[config.mk]
export PLATFORM = sky130hd
export DESIGN_NAME = draw_grid_flat
export DESIGN_NICKNAME = d
export VERILOG_FILES = /design/src/rtl/draw_grid_if.sv /design/src/rtl/draw_grid.sv /design/src/flat_wrapper.sv
export SDC_FILE = /design/constraint.sdc
export NUM_CORES = 1
export LEC_CHECK = 0
export BUFFER_PORTS_ARGS = -buffer_cell sky130_fd_sc_hd__buf_2
export CORE_ASPECT_RATIO = 0.75
export CORE_MARGIN = 5
export CORE_UTILIZATION = 51
export CTS_CLUSTER_DIAMETER = 50
export DETAILED_ROUTE_END_ITERATION = 10
export PLACE_DENSITY = 0.77
export SETUP_SLACK_MARGIN = 0.1
export SYNTH_ARGS = -nofsm -noshare
export SYNTH_HDL_FRONTEND = slang
export SYNTH_SLANG_ARGS = --single-unit
[constraint.sdc]
create_clock -name clk -period 2.76 [get_ports clk]
set_input_delay 0.138 -clock clk [delete_from_list [all_inputs] [get_ports clk]]
set_output_delay 0.138 -clock clk [all_outputs]
set_load 0.05 [all_outputs]
[src/rtl/draw_grid_if.sv]
// VGA timing and pixel bundle shared between raster-pipeline stages.
interface vga_if;
  logic [10:0] hcount;
  logic [10:0] vcount;
  logic        hsync;
  logic        vsync;
  logic        hblnk;
  logic        vblnk;
  logic [11:0] rgb;

  modport in  (input  hcount, vcount, hsync, vsync, hblnk, vblnk, rgb);
  modport out (output hcount, vcount, hsync, vsync, hblnk, vblnk, rgb);
endinterface

[src/rtl/draw_grid.sv]
// Overlays a COLS x ROWS cell grid on a VGA stream with a two-stage pipeline.
// Optional tear-free cursor cell highlight is enabled by macro DRAW_GRID_CURSOR_EN.
module draw_grid #(
  parameter int          X0       = 64,
  parameter int          Y0       = 124,
  parameter int          CELL_PX  = 32,
  parameter int          COLS     = 10,
  parameter int          ROWS     = 10,
  parameter logic [11:0] LINE_RGB = 12'h0_0_0,
  parameter logic [11:0] CELL_RGB = 12'h2_4_a,
  parameter logic [11:0] CUR_RGB  = 12'hf_f_0
) (
  input  logic       clk,
  input  logic       rst,
  vga_if.in          i_vga,
  vga_if.out         o_vga,
  input  logic [3:0] i_cur_col,
  input  logic [3:0] i_cur_row,
  input  logic       i_cur_vld,
  output logic [3:0] o_cell_col,
  output logic [3:0] o_cell_row,
  output logic       o_in_grid
);

  localparam int          PX_W    = (CELL_PX > 2) ? $clog2(CELL_PX) : 1;
  localparam logic [10:0] X0_C    = 11'(X0);
  localparam logic [10:0] Y0_C    = 11'(Y0);
  localparam logic [10:0] XE_C    = 11'(X0 + COLS * CELL_PX);
  localparam logic [10:0] YE_C    = 11'(Y0 + ROWS * CELL_PX);
  localparam logic [PX_W-1:0] PX_LAST = PX_W'(CELL_PX - 1);
  localparam logic [4:0]  COLS_C  = 5'(COLS);
  localparam logic [4:0]  ROWS_C  = 5'(ROWS);
  localparam logic [4:0]  COL_MAX = 5'(COLS - 1);
  localparam logic [4:0]  ROW_MAX = 5'(ROWS - 1);

  // stage 1
  logic [10:0]     r1_hcount, r1_vcount;
  logic            r1_hsync, r1_vsync, r1_hblnk, r1_vblnk;
  logic [11:0]     r1_rgb;
  logic [PX_W-1:0] r_px, r_py;
  logic [4:0]      r_cx, r_cy;

  // stage 2
  logic [10:0]     r2_hcount, r2_vcount;
  logic            r2_hsync, r2_vsync, r2_hblnk, r2_vblnk;
  logic [11:0]     r2_rgb;
  logic [3:0]      r2_cell_col, r2_cell_row;
  logic            r2_in_grid;

  logic            w_h_step, w_v_step, w_line_start;
  logic            w_h_in, w_v_in, w_rect, w_blank, w_line, w_hit;
  logic [11:0]     w_rgb;
  logic [3:0]      w_cell_col, w_cell_row;

  // Counters step only strictly after the loading pixel/line, up to the closing one.
  assign w_h_step     = (i_vga.hcount > X0_C) && (i_vga.hcount <= XE_C);
  assign w_v_step     = (i_vga.vcount > Y0_C) && (i_vga.vcount <= YE_C);
  assign w_line_start = (i_vga.hcount == 11'd0);

  // Stage 1: timing and upstream colour delay.
  always_ff @(posedge clk) begin
    if (rst) begin
      r1_hcount <= 11'd0;
      r1_vcount <= 11'd0;
      r1_hsync  <= 1'b0;
      r1_vsync  <= 1'b0;
      r1_hblnk  <= 1'b0;
      r1_vblnk  <= 1'b0;
      r1_rgb    <= 12'h0_0_0;
    end else begin
      r1_hcount <= i_vga.hcount;
      r1_vcount <= i_vga.vcount;
      r1_hsync  <= i_vga.hsync;
      r1_vsync  <= i_vga.vsync;
      r1_hblnk  <= i_vga.hblnk;
      r1_vblnk  <= i_vga.vblnk;
      r1_rgb    <= i_vga.rgb;
    end
  end

  // Stage 1: horizontal pixel/cell counters; cx saturates at COLS on the closing line.
  always_ff @(posedge clk) begin
    if (rst) begin
      r_px <= '0;
      r_cx <= 5'd0;
    end else if (i_vga.hcount == X0_C) begin
      r_px <= '0;
      r_cx <= 5'd0;
    end else if (w_h_step) begin
      if (r_px == PX_LAST) begin
        r_px <= '0;
        r_cx <= (r_cx == COLS_C) ? r_cx : r_cx + 5'd1;
      end else begin
        r_px <= r_px + PX_W'(1);
      end
    end else begin
      r_px <= r_px;
      r_cx <= r_cx;
    end
  end

  // Stage 1: vertical counters advance once per line at hcount 0.
  always_ff @(posedge clk) begin
    if (rst) begin
      r_py <= '0;
      r_cy <= 5'd0;
    end else if (w_line_start && (i_vga.vcount == Y0_C)) begin
      r_py <= '0;
      r_cy <= 5'd0;
    end else if (w_line_start && w_v_step) begin
      if (r_py == PX_LAST) begin
        r_py <= '0;
        r_cy <= (r_cy == ROWS_C) ? r_cy : r_cy + 5'd1;
      end else begin
        r_py <= r_py + PX_W'(1);
      end
    end else begin
      r_py <= r_py;
      r_cy <= r_cy;
    end
  end

`ifdef DRAW_GRID_CURSOR_EN
  logic [3:0] r_cur_col, r_cur_row;
  logic       r_cur_vld;

  // Cursor is latched only at frame origin so a frame never shows two positions.
  always_ff @(posedge clk) begin
    if (rst) begin
      r_cur_col <= 4'd0;
      r_cur_row <= 4'd0;
      r_cur_vld <= 1'b0;
    end else if ((i_vga.hcount == 11'd0) && (i_vga.vcount == 11'd0)) begin
      r_cur_col <= i_cur_col;
      r_cur_row <= i_cur_row;
      r_cur_vld <= i_cur_vld;
    end else begin
      r_cur_col <= r_cur_col;
      r_cur_row <= r_cur_row;
      r_cur_vld <= r_cur_vld;
    end
  end

  assign w_hit = r_cur_vld && (r_cx == {1'b0, r_cur_col}) && (r_cy == {1'b0, r_cur_row});
`else
  logic w_cur_unused;
  assign w_cur_unused = ^{i_cur_col, i_cur_row, i_cur_vld};
  assign w_hit        = 1'b0;
`endif

  assign w_h_in     = (r1_hcount >= X0_C) && (r1_hcount <= XE_C);
  assign w_v_in     = (r1_vcount >= Y0_C) && (r1_vcount <= YE_C);
  assign w_rect     = w_h_in && w_v_in;
  assign w_blank    = r1_hblnk || r1_vblnk;
  assign w_line     = (r_px == '0) || (r_py == '0) || (r1_hcount == XE_C) || (r1_vcount == YE_C);
  assign w_cell_col = (r_cx > COL_MAX) ? COL_MAX[3:0] : r_cx[3:0];
  assign w_cell_row = (r_cy > ROW_MAX) ? ROW_MAX[3:0] : r_cy[3:0];

  // Colour precedence: blanking, grid line, cursor, cell fill, pass-through.
  always_comb begin
    w_rgb = r1_rgb;
    if (w_blank) begin
      w_rgb = 12'h0_0_0;
    end else if (w_rect && w_line) begin
      w_rgb = LINE_RGB;
    end else if (w_rect && w_hit) begin
      w_rgb = CUR_RGB;
    end else if (w_rect) begin
      w_rgb = CELL_RGB;
    end else begin
      w_rgb = r1_rgb;
    end
  end

  // Stage 2: registered outputs.
  always_ff @(posedge clk) begin
    if (rst) begin
      r2_hcount   <= 11'd0;
      r2_vcount   <= 11'd0;
      r2_hsync    <= 1'b0;
      r2_vsync    <= 1'b0;
      r2_hblnk    <= 1'b0;
      r2_vblnk    <= 1'b0;
      r2_rgb      <= 12'h0_0_0;
      r2_cell_col <= 4'd0;
      r2_cell_row <= 4'd0;
      r2_in_grid  <= 1'b0;
    end else begin
      r2_hcount   <= r1_hcount;
      r2_vcount   <= r1_vcount;
      r2_hsync    <= r1_hsync;
      r2_vsync    <= r1_vsync;
      r2_hblnk    <= r1_hblnk;
      r2_vblnk    <= r1_vblnk;
      r2_rgb      <= w_rgb;
      r2_cell_col <= w_cell_col;
      r2_cell_row <= w_cell_row;
      r2_in_grid  <= w_rect && !w_blank;
    end
  end

  assign o_vga.hcount = r2_hcount;
  assign o_vga.vcount = r2_vcount;
  assign o_vga.hsync  = r2_hsync;
  assign o_vga.vsync  = r2_vsync;
  assign o_vga.hblnk  = r2_hblnk;
  assign o_vga.vblnk  = r2_vblnk;
  assign o_vga.rgb    = r2_rgb;
  assign o_cell_col   = r2_cell_col;
  assign o_cell_row   = r2_cell_row;
  assign o_in_grid    = r2_in_grid;

endmodule

[src/flat_wrapper.sv]
// flat-port wrapper written by rule: the top's interface ports become plain ports
module draw_grid_flat 
#(
  parameter int          X0       = 64,
  parameter int          Y0       = 124,
  parameter int          CELL_PX  = 32,
  parameter int          COLS     = 10,
  parameter int          ROWS     = 10,
  parameter logic [11:0] LINE_RGB = 12'h0_0_0,
  parameter logic [11:0] CELL_RGB = 12'h2_4_a,
  parameter logic [11:0] CUR_RGB  = 12'hf_f_0
)
  (clk, rst, i_cur_col, i_cur_row, i_cur_vld, o_cell_col, o_cell_row, o_in_grid, i_vga_hcount, i_vga_vcount, i_vga_hsync, i_vga_vsync, i_vga_hblnk, i_vga_vblnk, i_vga_rgb, o_vga_hcount, o_vga_vcount, o_vga_hsync, o_vga_vsync, o_vga_hblnk, o_vga_vblnk, o_vga_rgb);
  vga_if i_vga_i ();
  vga_if o_vga_i ();
  input  logic clk;
  input  logic rst;
  input  logic [3:0] i_cur_col;
  input  logic [3:0] i_cur_row;
  input  logic i_cur_vld;
  output logic [3:0] o_cell_col;
  output logic [3:0] o_cell_row;
  output logic o_in_grid;
  input wire logic [$bits(i_vga_i.hcount)-1:0] i_vga_hcount;
  input wire logic [$bits(i_vga_i.vcount)-1:0] i_vga_vcount;
  input wire logic [$bits(i_vga_i.hsync)-1:0] i_vga_hsync;
  input wire logic [$bits(i_vga_i.vsync)-1:0] i_vga_vsync;
  input wire logic [$bits(i_vga_i.hblnk)-1:0] i_vga_hblnk;
  input wire logic [$bits(i_vga_i.vblnk)-1:0] i_vga_vblnk;
  input wire logic [$bits(i_vga_i.rgb)-1:0] i_vga_rgb;
  output wire logic [$bits(o_vga_i.hcount)-1:0] o_vga_hcount;
  output wire logic [$bits(o_vga_i.vcount)-1:0] o_vga_vcount;
  output wire logic [$bits(o_vga_i.hsync)-1:0] o_vga_hsync;
  output wire logic [$bits(o_vga_i.vsync)-1:0] o_vga_vsync;
  output wire logic [$bits(o_vga_i.hblnk)-1:0] o_vga_hblnk;
  output wire logic [$bits(o_vga_i.vblnk)-1:0] o_vga_vblnk;
  output wire logic [$bits(o_vga_i.rgb)-1:0] o_vga_rgb;
  assign i_vga_i.hcount = i_vga_hcount;
  assign i_vga_i.vcount = i_vga_vcount;
  assign i_vga_i.hsync = i_vga_hsync;
  assign i_vga_i.vsync = i_vga_vsync;
  assign i_vga_i.hblnk = i_vga_hblnk;
  assign i_vga_i.vblnk = i_vga_vblnk;
  assign i_vga_i.rgb = i_vga_rgb;
  assign o_vga_hcount = o_vga_i.hcount;
  assign o_vga_vcount = o_vga_i.vcount;
  assign o_vga_hsync = o_vga_i.hsync;
  assign o_vga_vsync = o_vga_i.vsync;
  assign o_vga_hblnk = o_vga_i.hblnk;
  assign o_vga_vblnk = o_vga_i.vblnk;
  assign o_vga_rgb = o_vga_i.rgb;
  draw_grid #(.X0(X0), .Y0(Y0), .CELL_PX(CELL_PX), .COLS(COLS), .ROWS(ROWS), .LINE_RGB(LINE_RGB), .CELL_RGB(CELL_RGB), .CUR_RGB(CUR_RGB)) u_core (.clk(clk), .rst(rst), .i_vga(i_vga_i), .o_vga(o_vga_i), .i_cur_col(i_cur_col), .i_cur_row(i_cur_row), .i_cur_vld(i_cur_vld), .o_cell_col(o_cell_col), .o_cell_row(o_cell_row), .o_in_grid(o_in_grid));
endmodule
==> impl_metrics.toml <==
[timing]
fin_crit_ns = 2.174
relSlewSlack = 0.4680
tightest_slew_ns = 0.7967
rsz0062_at_grt = "false"
fin_crit_sh = 0.7876
skew_ns = 0.007036
setup_violations = 0
hold_viol = 0
holdWs_ns = 0.01235
setup_tns_ns = 0
fmax_ghz = 0.4600
drv_slew = 0

[clock_tree]
clkSinkCount = 105
htree_levels = 3
cts_buffers = 9
clock_latency_ns = 0.36
cts_hold_buffers = 22
root_buffer = "clkbuf_8"
cts_setup_buffers = 0
cts_resized = 0
cts_tree = "built"
path_clk_slew_ns = 0.10
cts_buffer_depth = 2

[place]
dp_hpwl_um = 5229
port_buffers = 86
dp.cells = 523
finalWeightedCongestion = 0.8179

[power]
finalPower_mw = 2.733
p_per_area_nw_per_um2 = 590.4
peakVddDrop_v = 0.0002341
power.leakage_nw = 1.946

[logic_synthesis]
ys_warn_count = 0
synth_top_cell_area_share = 0.5674
ys_ff_latch = 105
postSynthAreaPerCell_um2 = 10.59
synth_flop_cell = "dfxtp_1"
yosys.cell_types.count = 50
synth.area.top_cells = "dfxtp_1, nor2b_1, ha_1, a21oi_1, or3_1"
synth_top_area_cell = "dfxtp_1"
synthesis.nets = 411
netlist_area_um2 = 3705
synth_edf_count = 0
synthArstFlopShare = 0
synth-seq-area-share = 0.5674
synthesis.instances = 350

[worst_hold_path]
hp-start = "i_vga_vcount[1]"
whs_endpoint = "u_core.r1_vcount[1]"
min_path_cells = 2
hold_class = "input pin to flip-flop"

[setup_path]
reg2reg_slack_ns = 0.59
path_cells = "nor4_1 > a21oi_1 > nor4_2 > nor2_1 > and2_1"
critical_path_class = "flip-flop to flip-flop"
rr_worst_depth = 5
r2r-start = "u_core.r1_hcount[3]"
cp.arrival_ns = 2.44
cp_data_required_time_ns = 3.02
critPathMaxFanout = 8
worstReg2RegEnd = "u_core.o_vga.rgb[10]"
startpoint_type = "flip-flop"
cpLargestDelayFamily = "simple AND/OR/NAND/NOR gates"
crit_slowest_cell = "nor4_2"
cp-end-kind = "flip-flop"
slowest_delay_ns = 0.61
worst-path-buf-inv = 0

[layout]
drive_above_1_share = 0.2462
layoutNonFillerInstCount = 561
antenna_cells = 0
final_cell_mix = "dfxtp_1, buf_2, nor2b_1, dlygate4sd3_1, a21oi_1"
post-route-util = 0.6679
final_nets = 519
flow.area_growth_from_synthesis_pct = 24.92
final_common_cell = "dfxtp_1"

[die]
io_pins = 96
rows = 26
initial_core_util = 0.5347
chipWidth_um = 108.4
die-area_um2 = 9086
die_h_um = 83.81
core-area_um2 = 6929

[routing]
vias = 2757
wire_per_inst_um = 13.18
first_pass_iters = 4
wl_um = 7392
drt_iter0_markers = 105
drc = 0
vias_per_cell = 4.914
drtAntennaViolNets = 0

[outcome]
outcome = "completed"

[grt]
antenna_found_initial = 0
grtUsageTotal = 0.1701
grt_pass1_wl_um = 12260
grt_max_degree = 53
overflow = 0
grt_pass1_vias = 2564

[job]
max_cap_viol_count = 0
Yosys cell counts, drive strengths merged (3+ instances only):
master / count
a21oi: 22
a31oi: 3
and2: 8
and3: 3
and4: 3
clkbuf: 10
dfxtp: 105
ha: 12
inv: 10
nand2: 14
nand3: 7
nor2: 14
nor2b: 65
nor3: 5
nor4: 5
nor4b: 4
o21a: 4
o21ai: 10
or3: 9
or4: 3
worst max-delay path by stage:
stage                                   start                    to  depth (start not counted)
after floorplan                u_core.r_py[0]        u_core.r_cy[3]                          7
after global placement    u_core.r1_hcount[3]  u_core.o_vga.rgb[11]                          5
after detailed placement  u_core.r1_hcount[3]  u_core.o_vga.rgb[10]                          5
after CTS                 u_core.r1_hcount[3]   u_core.o_vga.rgb[0]                          5
after global routing      u_core.r1_hcount[3]   u_core.o_vga.rgb[4]                          5
final                     u_core.r1_hcount[3]  u_core.o_vga.rgb[10]                          5
cells by family (layout without fill, tap and decap cells):
logic type | count (synthesis) | after routing | share of synthesized area
xor gates and xnor gates | 1 | 1 | 0.002364
DFF | 105 | 105 | 0.5674
adders and majority gates | 12 | 12 | 0.04053
muxes | 2 | 2 | 0.005404
buffers and inverters | 22 | 135 | 0.02263
AOI/OAI and AO/OA | 57 | 57 | 0.1101
and+or+nand+nor | 151 | 151 | 0.2516
layer usage:
layer / track usage / vias up / wire length [um]
met2: 0.2608 / 73 / 3425
li1: - / 1429 / -
met5: 0 / - / 0
met4: 0.06307 / 0 / 80
met3: 0.05336 / 8 / 521
met1: 0.2241 / 1247 / 3365
worst reg2reg max path: cells and delay by family (launching register included):
kind / cells / cell delay (ns)
and+or+nand+nor: 4 / 1.61
DFF: 1 / 0.32
AOI/OAI and AO/OA: 1 / 0.17
registers in the layout (all words and copies together), names as in the netlist, 5 cells and up:
name	cells
u_core.r_px	5
u_core.r1_hcount	11
u_core.r_cx	5
u_core.r1_rgb	12
u_core.o_vga.vcount	11
u_core.r_cy	5
u_core.o_vga.hcount	11
u_core.r1_vcount	11
u_core.o_vga.rgb	12
u_core.r_py	5
cell type report:
cell class                      instances  area, um2
Sequential cell                       105       2102
Timing Repair Buffer                  109      658.1
Multi-Input combinational cell        223       1519
Fill cell                             535       2301
Clock inverter                          6      61.31
Tap cell                               98      122.6
Inverter                               10      37.54
Clock buffer                           10      127.6
where the power goes:
part           switching, mW  internal (mW)
combinational          0.164         0.0965
clock                  0.534          0.350
sequential            0.0204           1.57
per-stage QoR:
step / cell area (um2) / setup WS, ns
2_1_floorplan: 3705 / 0.8924
3_3_place_gp: 4219 / 0.6720
3_5_place_dp: 4219 / 0.6019
4_1_cts: 4628 / 0.5898
5_1_grt: 4628 / 0.3528
6_report: 4628 / 0.5862
Power figures use the tool's default switching activity.
